## src/rtl/axilite_csr_write_resp.sv

```systemverilog
// AXI-Lite B-channel stage: in-order response FIFO feeding bvalid/bresp, plus write statistics.
// Push is visible on bvalid the cycle after the sampling edge; full is a pure registered-occupancy decode.
module axilite_csr_write_resp #(
  parameter int         DEPTH       = 2,
  parameter int         COUNT_WIDTH = 16,
  parameter logic [1:0] RESP_OKAY   = 2'd0
) (
  input  logic                     clk,
  input  logic                     rst_n,
  input  logic [1:0]               resp,
  input  logic                     resp_valid,
  output logic                     full,
  output logic [1:0]               bresp,
  output logic                     bvalid,
  input  logic                     bready,
  output logic [$clog2(DEPTH):0]   count,
  output logic [COUNT_WIDTH-1:0]   err_count,
  output logic [COUNT_WIDTH-1:0]   done_count,
  output logic                     overflow,
  input  logic                     clear_stats
);

  localparam int             AW       = $clog2(DEPTH);
  localparam logic [AW:0]    FULL_CNT = (AW+1)'(DEPTH);

  logic [1:0]    mem [DEPTH];
  logic [AW-1:0] wr_ptr;
  logic [AW-1:0] rd_ptr;
  logic [AW:0]   occ;
  logic          push;
  logic          pop;
  logic          drop;
  logic          err_inc;

  assign full    = (occ == FULL_CNT);
  assign bvalid  = (occ != '0);
  assign bresp   = bvalid ? mem[rd_ptr] : 2'b00;
  assign count   = occ;

  // A push against a full FIFO is dropped even if a pop frees a slot this same edge.
  assign push    = resp_valid && !full;
  assign drop    = resp_valid && full;
  assign pop     = bvalid && bready;
  assign err_inc = push && (resp != RESP_OKAY);

  always_ff @(posedge clk or negedge rst_n) begin
    if (!rst_n) begin
      wr_ptr <= '0;
      rd_ptr <= '0;
      occ    <= '0;
      for (int i = 0; i < DEPTH; i++) begin
        mem[i] <= 2'b00;
      end
    end else begin
      if (push) begin
        mem[wr_ptr] <= resp;
        wr_ptr      <= wr_ptr + AW'(1);
      end
      if (pop) begin
        rd_ptr <= rd_ptr + AW'(1);
      end
      if (push && !pop) begin
        occ <= occ + (AW+1)'(1);
      end else if (pop && !push) begin
        occ <= occ - (AW+1)'(1);
      end
    end
  end

  // Clear beats a same-cycle increment on the counters, but a same-cycle drop keeps overflow set.
  always_ff @(posedge clk or negedge rst_n) begin
    if (!rst_n) begin
      err_count  <= '0;
      done_count <= '0;
      overflow   <= 1'b0;
    end else begin
      if (clear_stats) begin
        err_count <= '0;
      end else if (err_inc && (err_count != '1)) begin
        err_count <= err_count + COUNT_WIDTH'(1);
      end
      if (clear_stats) begin
        done_count <= '0;
      end else if (pop) begin
        done_count <= done_count + COUNT_WIDTH'(1);
      end
      if (drop) begin
        overflow <= 1'b1;
      end else if (clear_stats) begin
        overflow <= 1'b0;
      end
    end
  end

endmodule

```

## config.mk

```make
export PLATFORM = sky130hd
export DESIGN_NAME = axilite_csr_write_resp
export DESIGN_NICKNAME = d
export VERILOG_FILES = /design/src/rtl/axilite_csr_write_resp.sv
export SDC_FILE = /design/constraint.sdc
export NUM_CORES = 1
export LEC_CHECK = 0
export CORE_UTILIZATION = 46
export DETAILED_ROUTE_END_ITERATION = 10
export PLACE_DENSITY = 0.74
export SLEW_MARGIN = 20
export SYNTH_ARGS = -nofsm -noshare
export SYNTH_HDL_FRONTEND = slang
export SYNTH_SLANG_ARGS = --single-unit
```

## constraint.sdc

```tcl
create_clock -name clk -period 1.9 [get_ports clk]
set_input_delay 0.19 -clock clk [delete_from_list [all_inputs] [get_ports clk]]
set_output_delay 0.19 -clock clk [all_outputs]
set_load 0.1 [all_outputs]
```

==> flow_metrics.py <==
metrics = {
    "timing": {
        "setup_violations": 0,
        "rsz0062_at_grt": "yes",
        "worstMarginPinSlew_ps": 528,
        "fin_crit_sh_pct": 98.7,
        "fmax_ghz": 0.533,
        "slew_headroom_pct": 64.8,
        "slew_viol_final": 0,
        "fin_crit_ps": 1880,
        "hold_violations": 0,
        "tns_ps": 0,
        "worst_slack_ps": 24.6,
        "skew_ps": 3.29,
        "holdWs_ps": 485,
    },
    "power": {
        "p_leak_nw": 1.29,
        "power.density_nw_per_um2": 1100,
        "ir_drop_mv": 1.01,
    },
    "finish": {
        "area_delta_synth_final_pct": 44.8,
        "nFillCells": 348,
        "stdcell_count": 343,
        "antennaDiodeCount": 0,
        "nNetsFinal": 300,
        "final_cell_mix": "59 x buf_4, 27 x nor2_1, 23 x dfrtp_4",
        "final_util_pct": 70.3,
        "layout-drive-gt1-share_pct": 47.1,
        "layout_commonest_cell": "buf_4",
    },
    "placement": {
        "pre_cts_slack_ps": -80.3,
        "port_buffers": 45,
        "placedCellCount": 332,
        "place.gp.congestion": 0.778,
        "dpl.hpwl_um": 3590,
    },
    "floorplanning": {
        "die_w_um": 70.5,
        "ioPinCount": 46,
        "rows": 24,
        "coreArea_um2": 4440,
        "start_util_pct": 48.5,
        "die_y_um": 70.5,
        "die_area_um2": 4970,
    },
    "logic_synthesis": {
        "ys_async_sr_fraction_pct": 100,
        "yosysTopAreaCell": "dfrtp_1",
        "ys_seq_area_share_pct": 47.6,
        "synth_top_area_share_pct": 47.6,
        "synth_area_per_cell_um2": 9.94,
        "synth_area_leaders": "dfrtp_1 48%, mux2_2 6.3%, nor2_1 5.0%, xor2_1 3.7%, nand4_1 3.2%",
        "synthesis.nets": 227,
        "yosysWarnings": 0,
        "synth_ff_type": "dfrtp_1",
        "synth_area_um2": 2160,
        "ys_ff_latch": 41,
        "synth_edf_count": 0,
        "ys_types": 41,
        "syn_inst": 217,
    },
    "job": {
        "cap_violations": 0,
    },
    "min_path": {
        "hold_path.class": "in2async",
    },
    "setup_path": {
        "arrival_ps": 2050,
        "end_kind": "register",
        "crit_fanout": 5,
        "reg2reg_depth": 6,
        "critPathKind": "reg2reg",
        "required_ps": 2080,
        "cp-start-kind": "register",
    },
    "clock_tree": {
        "clk_latency_ps": 290,
        "cts_buffers": 5,
        "cts_sinks": 41,
        "path_clk_slew_ps": 80,
        "root_buffer": "clkbuf_8",
        "cts_tree": "built",
        "clock_path_buffers": 2,
        "htreeDepth": 2,
    },
    "drt": {
        "route.vias.total": 1917,
        "drc": 4,
        "drt-initial-drc-count": 108,
        "wl_per_cell_um": 14.5,
        "wl_met2_um": 2450,
        "ant_nets": 0,
        "drt-met1-wl_um": 2270,
        "vias_per_cell": 5.59,
        "routed_wl_um": 4970,
        "route.met3.wl_um": 183,
        "routed.top_layer": "met4",
        "dr.pass1.iters": 7,
    },
    "global_routing": {
        "grt_use_total_pct": 21.0,
        "grt_pass1_wl_um": 8230,
        "antenna_found_initial": 0,
        "gr-total-overflow": 0,
        "grt_pass1_vias": 1840,
        "grt_max_degree": 42,
    },
    "run_status": {
        "violations": "DRC",
        "outcome": "finished, violations left",
    },
}
[cell families after synthesis]
logic type	after synthesis	synth area share [%]
DFF	41	47.6
AOI/OAI and AO/OA	29	9.05
buffers and inverters	16	3.13
xor gates and xnor gates	16	6.50
adders and majority gates	3	1.74
and+or+nand+nor	97	24.4
muxes	15	7.66
[cell usage after synthesis (all sizes together) (2+ instances only)]
library cell and number:
a21oi 9, mux2i 3, nor2 29, xor2 9
inv 8, o31a 2, ha 3, mux2 12
or4 8, nor2b 7, nor3 3, dfrtp 41
o21ai 6, nand2 11, nand3 8, nor4 9
or3 4, and4 2, o211ai 2, o31ai 5
xnor2 7, nand4 11, buf 7
[state kept, by name, indices dropped and copies added, names as in the netlist]
| register | flops |
|---|---|
| done_count | 16 |
| err_count | 16 |
| mem | 4 |
| count | 2 |
| overflow | 1 |
| rd_ptr | 1 |
| wr_ptr | 1 |
[path summary, 6_finish.rpt]
kind	from	end	slack [ps]
min in group clk	wr_ptr	wr_ptr	510
max in group asynchronous	rst_n	err_count[6]	1000
max	err_count[1]	err_count[12]	20
max reg2reg	err_count[1]	err_count[12]	20
min reg2reg	wr_ptr	wr_ptr	510
min	rst_n	overflow	480
[area by class of cell]
type / count / area [µm²] / share of cell area [%]
multi-input combinational: 160 / 1180 / 37.9
sequential: 41 / 1120 / 35.8
timing repair buffer: 74 / 642 / 20.5
clock buffer: 6 / 72.6 / 2.32
tap: 52 / 65.1 / 2.08
inverter: 8 / 30.0 / 0.961
clock inverter: 2 / 10.0 / 0.320
[critical path, cell delays in order (launching register included)]
cell	delay (ps)
dfrtp_4	440
ha_4	140
nand4_1	110
buf_6	160
or2_4	260
nor4_1	280
mux2_2	370
[routing by layer]
layer  vias up  track usage [%]
li1        935                -
met3        10             3.75
met5         -                0
met1       927             26.3
met4         0             6.80
met2        45             36.6
[power breakdown]
group	leakage [nW]	total [W]	switching, W	internal [W]
Sequential	0.499	0.00114	0.000118	0.00102
Combinational	0.745	0.00173	0.00117	0.000568
Clock	0.0450	0.000556	0.000301	0.000255
[per-stage QoR]
| step | power (W) | area (µm²) |
|---|---|---|
| final | 0.00343 | 3120 |
| after global routing | 0.00356 | 3120 |
| after CTS | 0.00345 | 3080 |
| after detailed placement | 0.00288 | 2970 |
| after global placement | 0.00286 | 2970 |
| after floorplan | 0.00238 | 2340 |
[timing repair]
item | 4_1_cts | 5_1_grt
buffers inserted | 1 | 1
endpoints found under the setup margin | 4 | 9
pin swaps | 1 | 3
cloned | 0 | 0
hold buffers | 1 | 0
resized for setup | 2 | 8
endpoints found under the hold margin | 41 | 0
Note: power is estimated with default switching activity, not from simulation.
